### src/rtl/cpu_pkg.sv
// Shared definitions for the eight-bit CPU control path: opcodes, sequencer
// states, accumulator source encodings, decoded-instruction and strobe bundles.
// Pure declarations; no logic, no latency, no flow control.
package cpu_pkg;

  // Opcodes as seen in IR[7:4]; 9..D are unassigned and behave as NOP
  localparam logic [3:0] OP_NOP = 4'h0;
  localparam logic [3:0] OP_LDA = 4'h1;
  localparam logic [3:0] OP_ADD = 4'h2;
  localparam logic [3:0] OP_SUB = 4'h3;
  localparam logic [3:0] OP_STA = 4'h4;
  localparam logic [3:0] OP_LDI = 4'h5;
  localparam logic [3:0] OP_JMP = 4'h6;
  localparam logic [3:0] OP_JC  = 4'h7;
  localparam logic [3:0] OP_JZ  = 4'h8;
  localparam logic [3:0] OP_OUT = 4'hE;
  localparam logic [3:0] OP_HLT = 4'hF;

  // Accumulator input mux selects
  localparam logic [1:0] ACC_SRC_MEM = 2'd0;
  localparam logic [1:0] ACC_SRC_ALU = 2'd1;
  localparam logic [1:0] ACC_SRC_IMM = 2'd2;

  typedef enum logic [2:0] {
    FETCH  = 3'd0,
    DECODE = 3'd1,
    MEM    = 3'd2,
    HALT   = 3'd3,
    FAULT  = 3'd4
  } state_t;

  typedef enum logic [1:0] {
    JMP_NONE   = 2'd0,
    JMP_ALWAYS = 2'd1,
    JMP_CARRY  = 2'd2,
    JMP_ZERO   = 2'd3
  } jump_t;

  // Decoded view of one opcode
  typedef struct packed {
    logic  mem_op;    // needs a MEM cycle (LDA/ADD/SUB/STA)
    logic  is_store;  // STA
    logic  is_sub;    // SUB
    logic  is_alu;    // ADD or SUB
    jump_t jump;
    logic  is_halt;
    logic  is_out;
    logic  is_ldi;
  } dec_t;

  // Datapath strobe bundle driven by the sequencer
  typedef struct packed {
    logic       pc_inc;
    logic       pc_load;
    logic       ir_load;
    logic       mar_sel;
    logic       mem_rd;
    logic       mem_wr;
    logic       acc_load;
    logic [1:0] acc_src;
    logic       alu_sub;
    logic       flags_load;
    logic       out_load;
  } ctl_t;

endpackage

### src/rtl/cpu_seq_decode.sv
// Opcode classifier shared by the sequencer and the disassembler monitor.
// Latency: purely combinational, zero cycles.
// Backpressure: none; output follows opcode directly.
// Ports: opcode (IR[7:4]) in, dec (dec_t bundle) out.
module cpu_seq_decode
  import cpu_pkg::*;
(
  input  logic [3:0] opcode,
  output dec_t       dec
);

  always_comb begin
    dec      = '0;
    dec.jump = JMP_NONE;
    case (opcode)
      OP_LDA: dec.mem_op = 1'b1;
      OP_ADD: begin
        dec.mem_op = 1'b1;
        dec.is_alu = 1'b1;
      end
      OP_SUB: begin
        dec.mem_op = 1'b1;
        dec.is_alu = 1'b1;
        dec.is_sub = 1'b1;
      end
      OP_STA: begin
        dec.mem_op   = 1'b1;
        dec.is_store = 1'b1;
      end
      OP_LDI: dec.is_ldi  = 1'b1;
      OP_JMP: dec.jump    = JMP_ALWAYS;
      OP_JC:  dec.jump    = JMP_CARRY;
      OP_JZ:  dec.jump    = JMP_ZERO;
      OP_OUT: dec.is_out  = 1'b1;
      OP_HLT: dec.is_halt = 1'b1;
      default: ;  // NOP and unassigned opcodes
    endcase
  end

endmodule

### src/rtl/cpu_control_sequencer.sv
// Fetch/decode/execute control FSM for the eight-bit CPU datapath.
// Latency: 2 cycles per register/jump instruction, 3 per memory instruction, +1 per mem_ready-low cycle.
// Backpressure: mem_ready low stretches FETCH/MEM; WAIT_MAX+1 consecutive low cycles lock into FAULT.
// Ports: clk, reset (async active-low); opcode/flag_z/flag_c/mem_ready in; step in
// only when CPU_SEQ_STEP_EN is defined (single-step gating of FETCH). Outputs are
// Mealy datapath strobes plus registered halted/bus_error status.
module cpu_control_sequencer
  import cpu_pkg::*;
#(
  parameter int WAIT_MAX = 15
) (
  input  logic       clk,
  input  logic       reset,
  input  logic [3:0] opcode,
  input  logic       flag_z,
  input  logic       flag_c,
  input  logic       mem_ready,
`ifdef CPU_SEQ_STEP_EN
  input  logic       step,
`endif
  output logic       pc_inc,
  output logic       pc_load,
  output logic       ir_load,
  output logic       mar_sel,
  output logic       mem_rd,
  output logic       mem_wr,
  output logic       acc_load,
  output logic [1:0] acc_src,
  output logic       alu_sub,
  output logic       flags_load,
  output logic       out_load,
  output logic       halted,
  output logic       bus_error
);

  localparam logic [3:0] WAIT_LIM = 4'(WAIT_MAX);

  state_t     state, state_next;
  logic [3:0] wait_cnt;
  logic       halted_q, bus_error_q;
  logic       fetch_go;
  logic       waiting;
  dec_t       dec;
  ctl_t       ctl, ctl_out;

  cpu_seq_decode u_decode (
    .opcode (opcode),
    .dec    (dec)
  );

`ifdef CPU_SEQ_STEP_EN
  // A step rising edge arms one fetch; the arm is consumed when IR loads.
  // An edge arriving in the same cycle as the consume re-arms for the next one.
  logic step_q, step_armed, step_edge;

  assign step_edge = step & ~step_q;

  always_ff @(posedge clk or negedge reset) begin
    if (!reset) begin
      step_q     <= 1'b0;
      step_armed <= 1'b0;
    end else begin
      step_q <= step;
      if (step_edge)
        step_armed <= 1'b1;
      else if (state == FETCH && mem_ready)
        step_armed <= 1'b0;
    end
  end

  assign fetch_go = step_armed;
`else
  assign fetch_go = 1'b1;
`endif

  always_comb begin
    ctl        = '0;
    state_next = state;
    case (state)
      FETCH: begin
        if (fetch_go) begin
          ctl.mem_rd = 1'b1;
          if (mem_ready) begin
            ctl.ir_load = 1'b1;
            ctl.pc_inc  = 1'b1;
            state_next  = DECODE;
          end else if (wait_cnt == WAIT_LIM) begin
            state_next = FAULT;
          end
        end
      end
      DECODE: begin
        ctl.acc_load = dec.is_ldi;
        ctl.acc_src  = dec.is_ldi ? ACC_SRC_IMM : ACC_SRC_MEM;
        ctl.out_load = dec.is_out;
        case (dec.jump)
          JMP_ALWAYS: ctl.pc_load = 1'b1;
          JMP_CARRY:  ctl.pc_load = flag_c;
          JMP_ZERO:   ctl.pc_load = flag_z;
          default:    ctl.pc_load = 1'b0;
        endcase
        if (dec.mem_op)
          state_next = MEM;
        else if (dec.is_halt)
          state_next = HALT;
        else
          state_next = FETCH;
      end
      MEM: begin
        ctl.mar_sel = 1'b1;
        ctl.mem_wr  = dec.is_store;
        ctl.mem_rd  = ~dec.is_store;
        if (mem_ready) begin
          if (!dec.is_store) begin
            ctl.acc_load = 1'b1;
            if (dec.is_alu) begin
              ctl.acc_src    = ACC_SRC_ALU;
              ctl.flags_load = 1'b1;
              ctl.alu_sub    = dec.is_sub;
            end
          end
          state_next = FETCH;
        end else if (wait_cnt == WAIT_LIM) begin
          state_next = FAULT;
        end
      end
      HALT:    state_next = HALT;
      FAULT:   state_next = FAULT;
      default: state_next = FETCH;
    endcase
  end

  // Only a live memory access counts as waiting; a step hold does not.
  assign waiting = ((state == FETCH && fetch_go) || state == MEM) && !mem_ready;

  always_ff @(posedge clk or negedge reset) begin
    if (!reset) begin
      state       <= FETCH;
      wait_cnt    <= 4'd0;
      halted_q    <= 1'b0;
      bus_error_q <= 1'b0;
    end else begin
      state       <= state_next;
      halted_q    <= (state_next == HALT);
      bus_error_q <= (state_next == FAULT);
      // Any state change clears, which covers every entry into FETCH or MEM.
      if (state_next != state)
        wait_cnt <= 4'd0;
      else if (waiting)
        wait_cnt <= wait_cnt + 4'd1;
    end
  end

  // Strobes are combinational from state, so gate them while reset is held.
  assign ctl_out = reset ? ctl : '0;

  assign pc_inc     = ctl_out.pc_inc;
  assign pc_load    = ctl_out.pc_load;
  assign ir_load    = ctl_out.ir_load;
  assign mar_sel    = ctl_out.mar_sel;
  assign mem_rd     = ctl_out.mem_rd;
  assign mem_wr     = ctl_out.mem_wr;
  assign acc_load   = ctl_out.acc_load;
  assign acc_src    = ctl_out.acc_src;
  assign alu_sub    = ctl_out.alu_sub;
  assign flags_load = ctl_out.flags_load;
  assign out_load   = ctl_out.out_load;
  assign halted     = halted_q;
  assign bus_error  = bus_error_q;

endmodule

### config.mk
export PLATFORM = sky130hd
export DESIGN_NAME = cpu_control_sequencer
export DESIGN_NICKNAME = d
export VERILOG_FILES = /design/src/rtl/cpu_pkg.sv /design/src/rtl/cpu_seq_decode.sv /design/src/rtl/cpu_control_sequencer.sv
export SDC_FILE = /design/constraint.sdc
export NUM_CORES = 1
export LEC_CHECK = 0
export CAP_MARGIN = 25
export CORE_MARGIN = 1.5
export CORE_UTILIZATION = 45
export CTS_BUF_LIST = sky130_fd_sc_hd__clkbuf_4
export CTS_CLUSTER_SIZE = 30
export DETAILED_ROUTE_END_ITERATION = 12
export GPL_TIMING_DRIVEN = 0
export PLACE_DENSITY_LB_ADDON = 0.1
export SLEW_MARGIN = 20
export SYNTH_ARGS = -nofsm -noshare
export SYNTH_HDL_FRONTEND = slang
export SYNTH_SLANG_ARGS = --single-unit
### constraint.sdc
create_clock -name clk -period 1.95 [get_ports clk]
set_clock_uncertainty 0.05 [all_clocks]
set_input_delay 0.195 -clock clk [delete_from_list [all_inputs] [get_ports clk]]
set_output_delay 0.195 -clock clk [all_outputs]
set_load 0.01 [all_outputs]
-- Word level (Yosys, flattened, before mapping)
Cells that the tools add are included.
- register bits after elaboration: 9
- input bits: 9
- output and inout bits: 14
- word-level logic and storage cells: 65
- add/sub/neg operators: 1
- eq/ne operators: 21
- mux-type cells: 31
- bitwise gates (word level): 1
- reduce and logical (&&, ||, !) cells: 7
- operator list (kind ; count):
    $eq 4x3->1 const B ; 4
    $eq 4x4->1 const B ; 4
    $mux 3 ; 5
    $pmux 3 s5 ; 1
    $mux 1 ; 13
    $mux 12 ; 1
    $mux 5 ; 2
    $eq 3x2->1 const B ; 3
    $eq 4x2->1 const B ; 2
    $mux 4 ; 2
    $eq 3x3->1 const B ; 2
    $mux 2 ; 3
    $pmux 2 s3 ; 1
    $pmux 3 s2 ; 1
    $add 4x1->4 const B ; 1
    $eq 2x2->1 const B ; 2
    $eq 4x1->1 const B ; 1
    $reduce_or 4->1 ; 1
    $eq 3x1->1 const B ; 1
    $logic_not 3->1 ; 1
    $ne 3x3->1 ; 1
    $pmux 1 s3 ; 1
    $eq 2x1->1 const B ; 1
    $pmux 1 s2 ; 1
    6 further kinds ; 6

-- Depth between registers and ports, before layout
Gate-level depths: netlist of run 1.
- depth after elaboration: 8
- mapped depth: 5
- gate-level depth less buffers: 4

-- By module
Synthesis of run 1 repeated with hierarchy kept, for this count alone.
- cell total of the unflattened synthesis: 82
- area, all modules: 678.2 um^2
- modules (own cells, without submodules) (module ; times used ; cells an instance ; area each (um^2) ; seq. area each (um^2)):
    cpu_control_sequencer ; 1 ; 66 ; 586.8 ; 225.2
    cpu_seq_decode ; 1 ; 16 ; 91.3 ; 0.0

-- Worst setup path before layout of run 1
Ideal clock, no wire load.
- kind: register to register
- start: reg state[2]
- end: reg wait_cnt[3]
- data arrival time: 1.405 ns
- required time: 1.818 ns
- path slack: 0.413 ns
- stages on the path, launching flop included: 6
- path buffers: 2
- cells stage by stage: dfrtp_1 buf_6 or2_1 clkbuf_2 or4_1 a31oi_1
- longest elaborated chain between the ends: 5
- elaborated cells between the ends (all ways): 14
- classes of those cells: eq/ne (5); mux (5); reduce/logical (4)
- ends and longest elaborated chain (item ; RTL line ; source):
    start, declared ; cpu_control_sequencer.sv:38 ; state_t state, state_next;
    start signal, assigned ; cpu_control_sequencer.sv:143 ; state <= state_next;
    $mux 3 ; cpu_control_sequencer.sv:87, cpu_control_sequencer.sv:123 ;
    $mux 3 (on tied branches) ; cpu_control_sequencer.sv:113, cpu_control_sequencer.sv:83 ;
    $pmux 3 s5 ; cpu_control_sequencer.sv:79 ; case (state)
    $ne 3x3->1 ; cpu_control_sequencer.sv:147 ; if (state_next != state)
    $mux 4 or $reduce_bool 2->1 (tied branches) ; - ;
    end signal, assigned ; cpu_control_sequencer.sv:150 ; wait_cnt <= wait_cnt + 4'd1;
    end, declared ; cpu_control_sequencer.sv:39 ; logic [3:0] wait_cnt;
Parallel ways exist; a longest one is shown, timed or not.
A chain may end at the register's enable or synchronous reset.

-- Final worst setup path of run 1
- start: reg state[2]
- end: out mar_sel
- longest elaborated chain between the ends: 3
- ends and longest elaborated chain (item ; RTL line ; source):
    $eq 3x2->1 ; cpu_control_sequencer.sv:79 ;
    $mux 1 ; cpu_control_sequencer.sv:79 ;
    $mux 12 ; cpu_control_sequencer.sv:155 ; assign ctl_out = reset ? ctl : '0;
    end, declared ; cpu_control_sequencer.sv:24 ; output logic mar_sel,
Every way passes these cells.

==> results of run 1 <==
critical path: cells and delay by family (launching register included):
family	cells	cell delay (ns)
buffers and inverters	2	0.68
flip-flops	1	0.38
AND/OR/NAND/NOR	2	0.32
cells by family after synthesis:
family | after synthesis
AOI/OAI and AO/OA | 17
DFF | 9
buffers and inverters | 5
and+or+nand+nor | 45
adders and majority gates | 1
muxes | 1
metrics by stage:
step	power [mW]	hold slack [ns]	utilization [%]	area [um2]	std cells
floorplan	0.491	-0.151	-	641	78
global placement	0.620	0.484	66.8	880	115
detailed placement	0.625	0.493	66.8	880	115
CTS	0.808	0.398	72.0	948	121
global route	0.903	0.447	73.0	962	124
finish	0.838	0.415	73.0	962	124
sequential cells by signal, indices dropped and copies added, names as in the netlist:
name       flops
state          3
wait_cnt       4
halted         1
bus_error      1
where the power goes:
group          switching [mW]  internal (mW)
sequential             0.0720          0.237
clock                  0.0623         0.0926
combinational           0.172          0.202
per-layer routing:
layer | track usage (%) | routed length [um] | vias up
met5 | 0 | 0 | -
met4 | 5.00 | 10 | 0
met3 | 5.43 | 78 | 2
met2 | 34.1 | 734 | 27
met1 | 29.2 | 788 | 321
li1 | - | - | 347
cell usage after synthesis (all sizes together):
cell type,number
a21oi,9
dfrtp,9
nand2,8
nor2,7
nand3,5
nor3b,4
and3,3
a31oi,2
buf,2
clkbuf,2
nand2b,2
nor4b,2
o21ai,2
and2,1
and2b,1
and3b,1
ha,1
inv,1
mux2,1
nand3b,1
nand4,1
nand4b,1
nor2b,1
nor3,1
nor4bb,1
o211ai,1
o21bai,1
o22ai,1
o31ai,1
or2,1
or2b,1
or3,1
or4,1
or4b,1
path summary, 6_finish.rpt:
kind / cells after the start / start / to / slack, ns
worst max-delay path: 4 / state[2]$_DFF_PN0_ / mar_sel / 0.07
worst min-delay path: 3 / opcode[0] / state[1]$_DFF_PN0_ / 0.42
worst max register to register: 5 / state[0]$_DFF_PN0_ / wait_cnt[3]$_DFFE_PN0P_ / 0.21
worst min register to register: 2 / wait_cnt[1]$_DFFE_PN0P_ / wait_cnt[1]$_DFFE_PN0P_ / 0.50
max in group asynchronous: 2 / reset / state[1]$_DFF_PN0_ / 1.04
min in group asynchronous: 2 / reset / state[2]$_DFF_PN0_ / 0.51
cell type report:
class	instances	area [um2]
buffer	3	23.8
clock buffer	4	30.0
fill	108	355
inverter	1	3.75
multi-input combinational	64	415
sequential	9	228
tap	15	18.8
timing repair buffer	28	243
repair_timing:
item,in CTS,in global routing
hold endpoints to repair,9,0
hold buffers,1,0
pin swaps,2,1
setup endpoints to repair,12,5
setup buffers,2,3
gates resized for setup,25,7
==> flow_summary.ini, run 1 <==
[status]
outcome = completed

[synthesis]
synth_warnings = 0
synth.distinct_cells = 36
ys_seq_area_share_pct = 35.2
synth_top_family_by_area = simple AND/OR/NAND/NOR gates
syn_avg_cell_area_um2 = 8.21
syn_nets = 88
synth.mux.area_fraction_pct = 1.76
synth_area_leader_cell = dfrtp_1
synth-compound-area-share_pct = 15.0
yosys-top-cells-area = dfrtp_1 35%, a21oi_1 7.0%, nand2_1 4.7%, nor3b_1 4.7%, nor2_1 4.1%
synth_fa_ha_area_share_pct = 1.95
netlist_area_um2 = 641
synth-simple-area-share_pct = 41.2
synth_cells = 78
synth_seq_cells = 9
synth-xor-area-share_pct = 0
synth_top_area_share_pct = 35.2

[critical_path]
critPathLaunchType = flop
cp.arrival_ns = 1.64
worstSetupEndpointType = output pin
slowest_delay_ns = 0.54
critPathKind = flop to output pin
path_cells = buf_6, nor2_4, and3_1, clkdlybuf4s50_1
crit_path_max_fanout = 10
cp_slowest_cell = clkdlybuf4s50_1
required_ns = 1.70

[die]
boundaryPins = 23
die-area_um2 = 1660
fp.dieW_um = 40.7
initial_utilization_pct = 48.6
rows = 13
coreArea_um2 = 1320
die_y_um = 40.7

[clocking]
cts_tree = yes
clk_pin_slew_ns = 0.06
cts-root-buf = clkbuf_4
cts_buffer_depth = 2
clk-insertion-delay-late_ns = 0.25
clkSinkCount = 9
cts_max_level = 1
numCtsBuffers = 3

[place]
io_buffers = 22
hpwl_um = 1080
globalplace.congestion = 0.792
dp_slack_ns = -0.735

[power]
power_density_nw_per_um2 = 871
p_leak_nw = 0.463
ir_drop_v = 0.000546

[detailed_routing]
via_per_inst = 5.62
drt-initial-drc-count = 10
firstDrtPassIters = 4
drt_wl_total_um = 1610
antenna_left = 0
wl_per_cell_um = 13.0
remaining_drc_errors = 0
via_count = 697

[sta]
tns_ns = 0
fin_ws_ns = 0.0685
min_period_ns = 1.88
slew_headroom_pct = 72.9
report.final.hold_viol_count = 0
setup_viol = 0
final_max_slew_viol_count = 0
rsz0062_at_grt = no
timing.fmax_mhz = 532
fin_crit_sh_pct = 96.5
tightest_slew_ns = 0.406

[worst_hold_path]
holdCritPathClass = input pin to flop

[finish]
area_growth_pct = 50.2
layout_commonest_cell = dlygate4sd2_1
layout-drive-gt1-share_pct = 22.0
num_antenna_cells = 0
final_cell_mix = 11 x dlygate4sd2_1, 9 x a21oi_1, 8 x nand2_1
nets = 120

[grt]
grt_pass1_vias = 546
overflow = 0
grt_max_degree = 11
grtUsageTotal_pct = 21.6
grt_pass1_wl_um = 2390
antenna_found_initial = 0

[run]
drv_cap = 0
No activity file was read; power rests on OpenSTA's default activity.
==> inputs of run 2 (changes only) <==
--- a/config.mk
+++ b/config.mk
@@ -9,9 +9,7 @@
 export CORE_MARGIN = 1.5
 export CORE_UTILIZATION = 45
 export CTS_BUF_LIST = sky130_fd_sc_hd__clkbuf_4
-export CTS_CLUSTER_SIZE = 30
 export DETAILED_ROUTE_END_ITERATION = 12
-export GPL_TIMING_DRIVEN = 0
 export PLACE_DENSITY_LB_ADDON = 0.1
 export SLEW_MARGIN = 20
 export SYNTH_ARGS = -nofsm -noshare
==> constraint.sdc (replaced) <==
create_clock -name clk -period 1.9 [get_ports clk]
set_clock_uncertainty 0.05 [all_clocks]
set_input_delay 0.19 -clock clk [delete_from_list [all_inputs] [get_ports clk]]
set_output_delay 0.19 -clock clk [all_outputs]
set_load 0.01 [all_outputs]
==> flow_summary.ini, run 2 (synthesis results as in run 1) <==
[status]
outcome = completed

[detailed_routing]
firstDrtPassIters = 4
drt_wl_total_um = 1740
remaining_drc_errors = 0
drt-initial-drc-count = 19
via_per_inst = 5.84
via_count = 765
antenna_left = 0
wl_per_cell_um = 13.3

[finish]
largest_register_ffs = 4
largestRegisters = wait_cnt x4, state x3
num_antenna_cells = 0
top_register = wait_cnt
final_cell_mix = 16 x buf_4, 10 x clkdlybuf4s50_1, 9 x a21oi_1, 9 x dfrtp_1
layout_commonest_cell = buf_4
design_area_um2 = 1000
nFillCells = 100
nets = 127
layout-drive-gt1-share_pct = 25.0
area_growth_pct = 56.8

[place]
io_buffers = 22
globalplace.congestion = 0.836
dp_slack_ns = -0.322
hpwl_um = 1340
dpl-instance-area_um2 = 972

[sta]
hold_slack_ns = 0.180
final_max_slew_viol_count = 0
min_period_ns = 1.84
fin_ws_ns = 0.0574
tightest_slew_ns = 0.281
report.final.hold_viol_count = 0
fin_crit_sh_pct = 97.0
rsz0062_at_grt = yes
slew_headroom_pct = 81.2
setup_viol = 0
timing.fmax_mhz = 543

[clocking]
cts_max_level = 1
cts_buffer_depth = 2
clk_pin_slew_ns = 0.06
clk-insertion-delay-late_ns = 0.27
cts-root-buf = clkbuf_4
numCtsBuffers = 3
cts_tree = yes
clkSinkCount = 9

[critical_path]
cp.arrival_ns = 1.60
crit_path_max_fanout = 2
worstSetupEndpointType = output pin
critPathLaunchType = input pin
r2r_slack_ns = 0.30
required_ns = 1.66
critPathKind = input pin to output pin

[die]
rows = 13
die_y_um = 40.7
boundaryPins = 23
coreArea_um2 = 1320
initial_utilization_pct = 48.6
die-area_um2 = 1660
fp.dieW_um = 40.7

[grt]
grt_max_degree = 13
antenna_found_initial = 0
grt_pass1_vias = 610
grtUsageTotal_pct = 23.8
grt_pass1_wl_um = 2590
overflow = 0

[run]
drv_cap = 0

[power]
ir_drop_v = 0.000500
power_density_nw_per_um2 = 884
p_leak_nw = 0.490

[worst_hold_path]
holdCritPathClass = input pin to asynchronous set/reset pin
-- run 2: changes by cell type in the layout (fill, tap and decap cells not counted), sizes merged --
cell	change
buf	+10
clkbuf	-1
clkdlybuf4s15	-1
clkdlybuf4s50	+4
dlygate4sd2	-3
dlygate4sd3	-1
dlymetal6s2s	-1
-- run 2: cell type report --
| cell class | count | area, um2 | area share (%) |
|---|---|---|---|
| clock buffers | 4 | 30.0 | 2.99 |
| inverters | 1 | 3.75 | 0.374 |
| multi-input cells | 64 | 410 | 40.8 |
| flip-flops and latches | 9 | 225 | 22.4 |
| well taps | 15 | 18.8 | 1.87 |
| repair buffers | 38 | 317 | 31.5 |
-- run 2: power breakdown --
group          internal, mW  switching [mW]
Clock                0.0955          0.0720
Sequential            0.240          0.0409
Combinational         0.224           0.216
Total                 0.559           0.329
-- run 2: worst paths after layout --
check,startpoint,to,cells past startpoint
max reg2reg,state[0]$_DFF_PN0_,wait_cnt[3]$_DFFE_PN0P_,4
max in group asynchronous,reset,state[2]$_DFF_PN0_,2
min reg2reg,wait_cnt[1]$_DFFE_PN0P_,wait_cnt[1]$_DFFE_PN0P_,2
min in group clk,wait_cnt[1]$_DFFE_PN0P_,wait_cnt[1]$_DFFE_PN0P_,2
min,reset,wait_cnt[2]$_DFFE_PN0P_,2
max,opcode[0],pc_load,5
-- run 2: per-layer routing --
metal	global-route usage, %	share of wire (%)	up-vias
met1	28.1	41	363
met2	41.3	49	34
li1	-	-	364
met5	0	0	-
met4	5.00	0.92	0
met3	8.15	8.0	4
-- run 2: through the flow --
stage                     cells  util [%]  setup TNS, ns  power, mW
after global routing        131      76.3       -0.00209      0.947
final                       131      76.3              0      0.889
after floorplan              78         -              0      0.503
after global placement      127      73.8          -1.36      0.705
after CTS                   131      76.2         -0.103      0.888
after detailed placement    127      73.8          -1.53      0.720
-- run 2: worst max-delay path: stages --
cell and delay, ns:
clkdlybuf4s50_1 0.42, or4b_2 0.69, o21ai_2 0.13, a21oi_1 0.05
clkbuf_2 0.13
-- run 2: timing repair --
action | in CTS | in global routing
endpoints found under the setup margin | 12 | 4
endpoints found under the hold margin | 0 | 0
gates resized for setup | 17 | 8
hold buffers | 0 | 0
pin swaps | 1 | 1
buffers inserted | 0 | 0
==> inputs of run 3 (changes only) <==
--- a/config.mk
+++ b/config.mk
@@ -10,6 +10,7 @@
 export CORE_UTILIZATION = 45
 export CTS_BUF_LIST = sky130_fd_sc_hd__clkbuf_4
 export DETAILED_ROUTE_END_ITERATION = 12
+export HOLD_SLACK_MARGIN = 0.1
 export PLACE_DENSITY_LB_ADDON = 0.1
 export SLEW_MARGIN = 20
 export SYNTH_ARGS = -nofsm -noshare
==> results of run 3 <==
Final layout, timing and power as in run 2 (identical DEF).
